===== src/rtl/hazard_frame_sequencer.sv =====
// Buffers one frame of hazard boxes, then ORs each box's 4x8 cell occupancy
// mask into a 32-bit accumulator and hands the two 16-bit spike vectors out.
module hazard_frame_sequencer #(
  parameter int MAX_HAZARDS = 16,
  parameter int IMG_WIDTH   = 26,
  parameter int IMG_HEIGHT  = 8
) (
  input  logic        clk,
  input  logic        rst_n,
  input  logic        in_valid,
  output logic        in_ready,
  input  logic [4:0]  in_top,
  input  logic [4:0]  in_left,
  input  logic [4:0]  in_bottom,
  input  logic [4:0]  in_right,
  input  logic        frame_end,
  output logic        out_valid,
  input  logic        out_ready,
  output logic [15:0] vec1,
  output logic [15:0] vec2,
  output logic [4:0]  num_hazards,
  output logic        overflow,
  output logic        busy,
  output logic [1:0]  dbg_state
);

  localparam int CELL_W = IMG_WIDTH / 8;
  localparam int CELL_H = IMG_HEIGHT / 4;

  // Handshake: a beat transfers on a rising edge where valid && ready are both
  // high; the producer holds its data stable while valid is high and ready low.
  typedef enum logic [1:0] {
    S_COLLECT = 2'd0,
    S_ENCODE  = 2'd1,
    S_OUTPUT  = 2'd2
  } state_e;

  state_e      state_q;
  logic [4:0]  count_q;
  logic [3:0]  idx_q;
  logic        ovf_flag_q;
  logic [31:0] acc_q;
  logic [19:0] box_q [MAX_HAZARDS];
  logic [15:0] vec1_q, vec2_q;
  logic [4:0]  num_q;
  logic        ovf_q, out_valid_q, in_ready_q, busy_q;
  logic [31:0] cur_mask;
  logic [31:0] acc_d;

  // Box packing is {top, left, bottom, right}; malformed boxes hit nothing.
  function automatic logic [31:0] box_mask(input logic [19:0] b);
    logic [4:0] t, l, bo, r;
    logic [4:0] ct, cb, cl, cr;
    logic [31:0] m;
    {t, l, bo, r} = b;
    m = '0;
    if ((l <= r) && (t <= bo)) begin
      for (int rr = 0; rr < 4; rr++) begin
        for (int cc = 0; cc < 8; cc++) begin
          ct = 5'(rr * CELL_H);
          cb = 5'(rr * CELL_H + CELL_H - 1);
          cl = 5'(cc * CELL_W);
          cr = 5'(cc * CELL_W + CELL_W - 1);
          m[rr*8+cc] = !((bo < ct) || (t > cb) || (r < cl) || (l > cr));
        end
      end
    end
    return m;
  endfunction

  assign cur_mask = box_mask(box_q[idx_q]);
  assign acc_d    = acc_q | cur_mask;

  always_ff @(posedge clk) begin
    if (!rst_n) begin
      state_q     <= S_COLLECT;
      count_q     <= '0;
      idx_q       <= '0;
      ovf_flag_q  <= 1'b0;
      acc_q       <= '0;
      vec1_q      <= '0;
      vec2_q      <= '0;
      num_q       <= '0;
      ovf_q       <= 1'b0;
      out_valid_q <= 1'b0;
      in_ready_q  <= 1'b1;
      busy_q      <= 1'b0;
    end else begin
      case (state_q)
        S_COLLECT: begin
          if (in_valid) begin
            if (count_q < 5'(MAX_HAZARDS)) begin
              box_q[count_q[3:0]] <= {in_top, in_left, in_bottom, in_right};
              count_q             <= count_q + 5'd1;
            end else begin
              ovf_flag_q <= 1'b1;
            end
          end
          if (frame_end) begin
            acc_q      <= '0;
            idx_q      <= '0;
            in_ready_q <= 1'b0;
            busy_q     <= 1'b1;
            // A box arriving alongside frame_end still counts, so an empty
            // frame means nothing stored and nothing accepted this cycle.
            if ((count_q == 5'd0) && !in_valid) begin
              state_q     <= S_OUTPUT;
              out_valid_q <= 1'b1;
              vec1_q      <= '0;
              vec2_q      <= '0;
              num_q       <= '0;
              ovf_q       <= ovf_flag_q;
            end else begin
              state_q <= S_ENCODE;
            end
          end
        end
        S_ENCODE: begin
          acc_q <= acc_d;
          idx_q <= idx_q + 4'd1;
          if ({1'b0, idx_q} == (count_q - 5'd1)) begin
            state_q     <= S_OUTPUT;
            out_valid_q <= 1'b1;
            vec1_q      <= acc_d[15:0];
            vec2_q      <= acc_d[31:16];
            num_q       <= count_q;
            ovf_q       <= ovf_flag_q;
          end
        end
        S_OUTPUT: begin
          if (out_ready) begin
            state_q     <= S_COLLECT;
            count_q     <= '0;
            ovf_flag_q  <= 1'b0;
            out_valid_q <= 1'b0;
            in_ready_q  <= 1'b1;
            busy_q      <= 1'b0;
          end
        end
        default: begin
          state_q     <= S_COLLECT;
          out_valid_q <= 1'b0;
          in_ready_q  <= 1'b1;
          busy_q      <= 1'b0;
        end
      endcase
    end
  end

  assign in_ready    = in_ready_q;
  assign out_valid   = out_valid_q;
  assign vec1        = vec1_q;
  assign vec2        = vec2_q;
  assign num_hazards = num_q;
  assign overflow    = ovf_q;
  assign busy        = busy_q;
  assign dbg_state   = state_q;

endmodule


===== config.mk =====
export PLATFORM = sky130hd
export DESIGN_NAME = hazard_frame_sequencer
export DESIGN_NICKNAME = d
export VERILOG_FILES = /design/src/rtl/hazard_frame_sequencer.sv
export SDC_FILE = /design/constraint.sdc
export NUM_CORES = 1
export LEC_CHECK = 0
export CORE_MARGIN = 1.5
export CORE_UTILIZATION = 45
export DETAILED_ROUTE_END_ITERATION = 10
export PLACE_DENSITY = 0.72
export SLEW_MARGIN = 25
export SYNTH_ARGS = -nofsm -noshare
export SYNTH_HDL_FRONTEND = slang
export SYNTH_SLANG_ARGS = --single-unit
export TNS_END_PERCENT = 30

===== constraint.sdc =====
create_clock -name clk -period 7.12 [get_ports clk]
set_clock_uncertainty 0.1 [all_clocks]
set_input_delay 0.712 -clock clk [delete_from_list [all_inputs] [get_ports clk]]
set_output_delay 0.712 -clock clk [all_outputs]
set_load 0.02 [all_outputs]

==> results.sh, run 1 <==
export IMPL_place_port_buffers=67
export IMPL_worst_setup_path_start_kind="flip-flop"
export IMPL_die_w_um=195
export IMPL_clock_root_buffer="sky130_fd_sc_hd__clkbuf_16"
export IMPL_max_cap_violations=0
export IMPL_number_of_warnings_reported_in_the_yosys_synthesis_log=0
export IMPL_timing_final_setup_violations=0
export IMPL_setup_worst_path_class="flip-flop to flip-flop"
export IMPL_cts_inserted_buffers=41
export IMPL_final_period_minus_worst_setup_slack_ps=4760
export IMPL_hp_class="flip-flop to flip-flop"
export IMPL_first_global_vias=9107
export IMPL_finalCritPeriodShare_pct=66.8
export IMPL_grt_setup_unrepaired="no"
export IMPL_finalWorstSetupSlack_ps=2360
export IMPL_initial_core_util_pct=45.4
export IMPL_placement_setup_worst_slack_ps=2380
export IMPL_placed_cells_incl_taps=1498
export IMPL_chip_height_um=195
export IMPL_power_switching_share_pct=22.1
export IMPL_p_int_mw=3.89
export IMPL_p_switching_mw=1.10
export IMPL_synth_enable_flop_cells=320
export IMPL_cts_buffer_depth=3
export IMPL_dominantRegCellSynth="sky130_fd_sc_hd__edfxtp_1"
export IMPL_grt_util_overall_pct=19.2
export IMPL_clock_sinks=409
export IMPL_timing_worst_slew_pin_value_ps=957
export IMPL_placed_wire_length_estimate_um=21000
export IMPL_reg2reg_setup_slack_ps=2360
export IMPL_antenna_found_initial=2
export IMPL_max_slew_margin_rel_pct=36.2
export IMPL_syn_cell_area_mm2=0.0166
export IMPL_overall_via_count_from_detail_route=9172
export IMPL_post_cts_resized=0
export IMPL_grt_start_max_net_pins=76
export IMPL_irDropWorstVdd_mv=0.275
export IMPL_first_iter_violations=927
export IMPL_nNetsFinal=1113
export IMPL_final_hold_violation_count=0
export IMPL_finalWeightedCongestion=0.794
export IMPL_cts_hold_buffers_added=0
export IMPL_postSynthAreaPerCell_um2=16.6
export IMPL_design_core_area_mm2=0.0364
export IMPL_clkPwrFrac_pct=40.5
export IMPL_final_design_area_no_fill_mm2=0.0190
export IMPL_drt_antenna_violating_nets=0
export IMPL_ys_seq_elements=409
export IMPL_finalNonFillerCells=1569
export IMPL_post_cts_setup_buffers=0
export IMPL_synth_seq_area_share_pct=68.8
export IMPL_cts_reportedPaths_clkPinSlew_ps=60
export IMPL_rows=70
export IMPL_power_per_cell_area_mw_per_mm2=263
export IMPL_fmax_mhz=210
export IMPL_seq_power_share_pct=52.5
export IMPL_combPwrFrac_pct=6.9
export IMPL_drc_violations_left=0
export IMPL_placed_area_mm2=0.0177
export IMPL_critical_path_arrival_ps=5130
export IMPL_num_io_pins=68
export IMPL_viasPerCell=5.85
export IMPL_timing_max_transition_violations_final=0
export IMPL_status="finished, final reports clean"
export IMPL_insertion_delay_ps=550
export IMPL_post_route_cells_drive_above_1_share_pct=15.9
export IMPL_die_area_mm2=0.0379
export IMPL_synth_to_layout_area_growth_pct=14.6
export IMPL_synth_async_reset_ratio_pct=0
export IMPL_grt_first_pass_wirelength_um=55300
export IMPL_post_synth_net_total=1040
export IMPL_syn_inst=1000
export IMPL_cts_tree="built"
export IMPL_nFillCells=2928
export IMPL_critical_path_required_ps=7490
export IMPL_leakage_dissipation_nw=6.07
export IMPL_gr_total_overflow=0
export IMPL_total_iterations_of_the_first_detailed_routing_run=5
export IMPL_netlist_cell_type_count=66
export IMPL_detail_route_wl_per_cell_um=23.0
export IMPL_cp_max_fo=36
export IMPL_htree_levels=2
export IMPL_final_core_util_pct=52.0
export IMPL_routed_wirelength_um=36100
export IMPL_fin_setup_tns_ps=0
export IMPL_critPathCaptureType="flip-flop"
-- worst paths after layout --
| kind | startpoint | endpoint | cells past startpoint |
|---|---|---|---|
| setup / recovery | flip-flop | vec2[15]$_SDFFE_PN0P_ | 11 |
| hold reg to reg | vec2[0]$_SDFFE_PN0P_ | vec2[0]$_SDFFE_PN0P_ | 2 |
| setup reg to reg | flip-flop | vec2[15]$_SDFFE_PN0P_ | 11 |
| hold / removal | vec2[0]$_SDFFE_PN0P_ | vec2[0]$_SDFFE_PN0P_ | 2 |
-- layout by cell type, fill, tap and decap left out, drive strengths merged, types with 4 or more instances in the layout --
| master | n |
|---|---|
| mux2i | 19 |
| buf | 28 |
| a22oi | 45 |
| ha | 15 |
| clkdlybuf4s50 | 66 |
| and3 | 23 |
| edfxtp | 320 |
| a32o | 4 |
| nor2b | 55 |
| a22o | 12 |
| nand3 | 13 |
| nor3 | 10 |
| xor2 | 4 |
| nand2 | 49 |
| o21ai | 23 |
| a221oi | 27 |
| nand2b | 7 |
| nor2 | 40 |
| clkinv | 10 |
| a21boi | 6 |
| dfxtp | 89 |
| a21oi | 24 |
| or2 | 4 |
| inv | 17 |
| a211oi | 5 |
| o21a | 5 |
| mux4 | 74 |
| and2 | 17 |
| clkbuf | 53 |
-- stage by stage --
stage	total power [mW]	hold WS [ps]
after global placement	3.01	346
after floorplan	2.91	340
after detailed placement	3.02	353
after CTS	5.03	367
final	4.99	363
after global routing	5.15	383
-- metal layers --
layer | up-vias | track usage (%) | share of wire, %
li1 | 4108 | - | -
met1 | 4649 | 26.5 | 43
met2 | 355 | 31.7 | 49
met3 | 58 | 3.07 | 6.3
met4 | 2 | 5.05 | 2.0
met5 | - | 0 | 0.042
-- synth_stat cells (4+ instances only) --
cell type / count / share of area [%]
sky130_fd_sc_hd__nand3_1: 13 / 0.39
sky130_fd_sc_hd__buf_6: 7 / 0.48
sky130_fd_sc_hd__a22o_1: 12 / 0.64
sky130_fd_sc_hd__nor3_1: 8 / 0.24
sky130_fd_sc_hd__xor2_1: 4 / 0.21
sky130_fd_sc_hd__dfxtp_1: 89 / 11
sky130_fd_sc_hd__a21oi_1: 23 / 0.70
sky130_fd_sc_hd__edfxtp_1: 320 / 58
sky130_fd_sc_hd__clkbuf_1: 37 / 0.84
sky130_fd_sc_hd__a22oi_1: 45 / 2.0
sky130_fd_sc_hd__mux4_2: 50 / 6.8
sky130_fd_sc_hd__o21ai_1: 4 / 0.12
sky130_fd_sc_hd__o21ai_0: 19 / 0.57
sky130_fd_sc_hd__nor2_1: 39 / 0.88
sky130_fd_sc_hd__mux2i_1: 19 / 1.1
sky130_fd_sc_hd__a221oi_1: 22 / 1.2
sky130_fd_sc_hd__ha_1: 15 / 1.1
sky130_fd_sc_hd__and3_1: 23 / 0.87
sky130_fd_sc_hd__nor2b_1: 55 / 2.1
sky130_fd_sc_hd__a21boi_0: 5 / 0.23
sky130_fd_sc_hd__buf_2: 11 / 0.33
sky130_fd_sc_hd__nand2b_1: 7 / 0.26
sky130_fd_sc_hd__nand2_1: 49 / 1.1
sky130_fd_sc_hd__mux4_1: 24 / 3.8
sky130_fd_sc_hd__a32o_1: 4 / 0.24
sky130_fd_sc_hd__a221oi_2: 4 / 0.36
sky130_fd_sc_hd__and2_1: 13 / 0.49
sky130_fd_sc_hd__o21a_1: 5 / 0.23
sky130_fd_sc_hd__buf_1: 4 / 0.091
sky130_fd_sc_hd__inv_1: 15 / 0.34
-- final cells by class --
| cell class | count | area [um^2] | share of cell area [%] |
|---|---|---|---|
| diodes | 1 | 2.50 | 0.0132 |
| clock buffers | 53 | 1090 | 5.75 |
| clock inverters | 17 | 153 | 0.805 |
| inverters | 15 | 56.3 | 0.297 |
| multi-input cells | 512 | 4800 | 25.3 |
| flip-flops and latches | 409 | 11400 | 60.1 |
| well taps | 468 | 586 | 3.09 |
| repair buffers | 94 | 881 | 4.65 |
-- flip-flops by register name, summed over array words and instances (netlist names), named ones only --
signal	flops
idx_q	4
acc_q	32
dbg_state	2
in_ready	1
vec2	16
vec1	16
box_q	320
out_valid	1
overflow	1
num_hazards	5
ovf_flag_q	1
count_q	5
busy	1
-- cells by family after synthesis --
family          after synthesis  share of synthesized area (%)
buf+inv                      79                           2.49
flops                       409                           68.8
simple gates                228                           7.52
xor+xnor                      6                          0.318
mux                          94                           11.8
fa+ha+maj                    15                           1.13
compound gates              169                           7.88
-- power by group through the flow --
stage	registers [mW]	logic [mW]	clock network [mW]
finish	2.62	0.346	2.02
global route	2.62	0.375	2.15
CTS	2.62	0.346	2.06
detailed placement	2.67	0.345	0
global placement	2.67	0.338	0
floorplan	2.66	0.249	0
-- worst max-delay path, cell delays in order, from the launching register on --
cell and delay [ps]:
sky130_fd_sc_hd__dfxtp_2 960, sky130_fd_sc_hd__buf_4 360, sky130_fd_sc_hd__mux4_2 350, sky130_fd_sc_hd__o32ai_2 730
sky130_fd_sc_hd__ha_1 380, sky130_fd_sc_hd__a21boi_0 130, sky130_fd_sc_hd__o32ai_1 490, sky130_fd_sc_hd__nand3_1 250
sky130_fd_sc_hd__a211oi_2 330, sky130_fd_sc_hd__a21boi_4 340, sky130_fd_sc_hd__a221oi_1 120, sky130_fd_sc_hd__nor2b_1 140
(Power assumes the default switching activity.)
==> run 2, diff against run 1 <==
--- a/config.mk
+++ b/config.mk
@@ -8,7 +8,7 @@
 export CORE_MARGIN = 1.5
 export CORE_UTILIZATION = 45
 export DETAILED_ROUTE_END_ITERATION = 10
-export PLACE_DENSITY = 0.72
+export PLACE_DENSITY = 0.74
 export SLEW_MARGIN = 25
 export SYNTH_ARGS = -nofsm -noshare
 export SYNTH_HDL_FRONTEND = slang
==> constraint.sdc (replaced) <==
create_clock -name clk -period 3.89 [get_ports clk]
set_clock_uncertainty 0.1 [all_clocks]
set_input_delay 0.389 -clock clk [delete_from_list [all_inputs] [get_ports clk]]
set_output_delay 0.389 -clock clk [all_outputs]
set_load 0.02 [all_outputs]
==> results.sh, run 2 (same netlist as run 1, synthesis figures left out) <==
export IMPL_first_global_vias=9334
export IMPL_cts_reportedPaths_clkPinSlew_ps=60
export IMPL_placed_cells_incl_taps=1524
export IMPL_placed_area_mm2=0.0180
export IMPL_final_hold_worst_slack_ps=350
export IMPL_area_taken_by_flip_flops_and_latches_mm2=0.0114
export IMPL_finalWorstSetupSlack_ps=132
export IMPL_viasPerCell=5.88
export IMPL_nFillCells=2858
export IMPL_status="finished, final reports clean"
export IMPL_cp_max_fo=16
export IMPL_max_slew_margin_rel_pct=53.8
export IMPL_grt_start_max_net_pins=75
export IMPL_final_design_area_no_fill_mm2=0.0197
export IMPL_gr_total_overflow=0
export IMPL_placed_wire_length_estimate_um=21700
export IMPL_leading_cell_types_in_the_layout_fill_and_taps_excluded="sky130_fd_sc_hd__edfxtp_1 (320), sky130_fd_sc_hd__dfxtp_1 (87), sky130_fd_sc_hd__clkdlybuf4s50_1 (66)"
export IMPL_total_iterations_of_the_first_detailed_routing_run=5
export IMPL_timing_hold_worst_start="vec1[6]$_SDFFE_PN0P_"
export IMPL_finalWeightedCongestion=0.828
export IMPL_htree_levels=2
export IMPL_critPathCaptureType="flip-flop"
export IMPL_cts_hold_buffers_added=0
export IMPL_detail_route_wl_per_cell_um=22.9
export IMPL_drc_violations_left=0
export IMPL_timing_worst_slew_pin_value_ps=692
export IMPL_first_iter_violations=887
export IMPL_design_core_area_mm2=0.0364
export IMPL_clock_sinks=409
export IMPL_power_per_cell_area_mw_per_mm2=485
export IMPL_place_port_buffers=67
export IMPL_cts_buffer_depth=3
export IMPL_nNetsFinal=1158
export IMPL_chip_height_um=195
export IMPL_holdPathEnd="vec1[6]$_SDFFE_PN0P_"
export IMPL_synth_to_layout_area_growth_pct=18.9
export IMPL_worst_hold_path_num_cells=2
export IMPL_cts_inserted_buffers=41
export IMPL_timing_final_setup_violations=0
export IMPL_max_stage_delay_ps=510
export IMPL_routed_wirelength_um=37100
export IMPL_num_io_pins=68
export IMPL_rows=70
export IMPL_timing_reg2reg_worst_path_depth=15
export IMPL_crit_slowest_cell="sky130_fd_sc_hd__mux4_2"
export IMPL_reg2reg_setup_slack_ps=130
export IMPL_timing_max_transition_violations_final=0
export IMPL_grt_util_overall_pct=19.7
export IMPL_finalCritPeriodShare_pct=96.6
export IMPL_fin_setup_tns_ps=0
export IMPL_grt_first_pass_wirelength_um=56400
export IMPL_critical_path_arrival_ps=4130
export IMPL_initial_core_util_pct=45.4
export IMPL_insertion_delay_ps=560
export IMPL_cts_tree="built"
export IMPL_clock_root_buffer="sky130_fd_sc_hd__clkbuf_16"
export IMPL_hp_class="flip-flop to flip-flop"
export IMPL_irDropWorstVdd_mv=0.376
export IMPL_drt_antenna_violating_nets=0
export IMPL_final_period_minus_worst_setup_slack_ps=3760
export IMPL_multiInputGateArea_mm2=0.00488
export IMPL_die_w_um=195
export IMPL_worst_setup_path_start_kind="flip-flop"
export IMPL_placement_setup_worst_slack_ps=39.4
export IMPL_finalNonFillerCells=1619
export IMPL_timing_critical_path_cells="buf_12, buf_16, mux4_2, a22oi_1, nand2_2, inv_1, ha_1, nand4_1, nor2_1, o32ai_2, nand3_1, a211oi_2, a21boi_4, a21oi_1, o21ai_1"
export IMPL_overall_via_count_from_detail_route=9515
export IMPL_largest_reg_flops=320
export IMPL_die_area_mm2=0.0379
export IMPL_critical_path_required_ps=4260
export IMPL_final_hold_violation_count=0
export IMPL_leakage_dissipation_nw=6.42
export IMPL_fmax_mhz=266
export IMPL_post_route_cells_drive_above_1_share_pct=21.1
export IMPL_antenna_found_initial=0
export IMPL_regToRegEndpoint="vec1[7]$_SDFFE_PN0P_"
export IMPL_layout_cells_most_common="sky130_fd_sc_hd__edfxtp_1"
export IMPL_max_cap_violations=0
export IMPL_setup_worst_path_class="flip-flop to flip-flop"
==> run 2: cell types whose count changed in the layout (fill, tap and decap cells not counted), moves of 3 or more <==
| cell | change |
|---|---|
| sky130_fd_sc_hd__buf_4 | +33 |
| sky130_fd_sc_hd__bufinv_16 | +3 |
| sky130_fd_sc_hd__mux4_2 | +4 |
| sky130_fd_sc_hd__clkinv_2 | +4 |
| sky130_fd_sc_hd__mux4_1 | -4 |
| sky130_fd_sc_hd__buf_12 | +6 |
==> run 2: metrics by stage <==
stage               utilization [%]  total power, mW
detailed placement             49.4             5.57
floorplan                         -             5.33
finish                         54.0             9.54
CTS                            53.4             9.56
global placement               49.4             5.55
global route                   54.0             9.81
==> run 2: final cells by class <==
cell class                 instances  area share (%)
inverter                          15           0.286
sequential                       409            57.9
clock buffer                      51            5.56
multi-input combinational        512            24.8
tap                              468            2.97
antenna                            1          0.0127
clock inverter                    24            1.37
timing repair buffer             139            7.12
==> run 2: routing by layer <==
| layer | global-route usage (%) | up-vias | part of all wire, % |
|---|---|---|---|
| li1 | - | 4196 | - |
| met1 | 27.2 | 4822 | 42 |
| met2 | 31.6 | 432 | 48 |
| met3 | 3.45 | 65 | 7.5 |
| met4 | 6.66 | 0 | 2.5 |
| met5 | 0 | - | 0 |
==> run 2: repair_timing <==
action                                  in CTS  in global routing
buffers inserted                             4                 12
gates cloned                                 2                  1
pin swaps                                    2                  8
endpoints found under the setup margin       1                 63
gates resized for setup                      0                 26
==> run 2: worst max path at each step <==
stage / startpoint / to / cells past startpoint
2_1_floorplan: flip-flop / vec1[7]$_SDFFE_PN0P_ / 15
3_3_place_gp: flip-flop / vec1[7]$_SDFFE_PN0P_ / 13
3_5_place_dp: flip-flop / vec1[7]$_SDFFE_PN0P_ / 13
4_1_cts: flip-flop / vec1[9]$_SDFFE_PN0P_ / 13
5_1_grt: flip-flop / vec1[9]$_SDFFE_PN0P_ / 15
6_report: flip-flop / vec1[7]$_SDFFE_PN0P_ / 15
==> run 2: report_power, final <==
| part | switching [mW] | leakage, nW | total (mW) | internal, mW |
|---|---|---|---|---|
| logic | 0.429 | 2.15 | 0.776 | 0.347 |
| registers | 0.0273 | 3.60 | 4.77 | 4.75 |
| clock network | 1.64 | 0.667 | 3.99 | 2.35 |
==> run 2: critical path, delay by kind of cell, from the launching register on <==
kind                     cells  cell delay (ps)
AND/OR/NAND/NOR              4              510
multiplexers                 1              510
buffers and inverters        3              410
flip-flops                   1              360
adder cells (fa/ha/maj)      1              230
AO/OA/AOI/OAI                6             1540
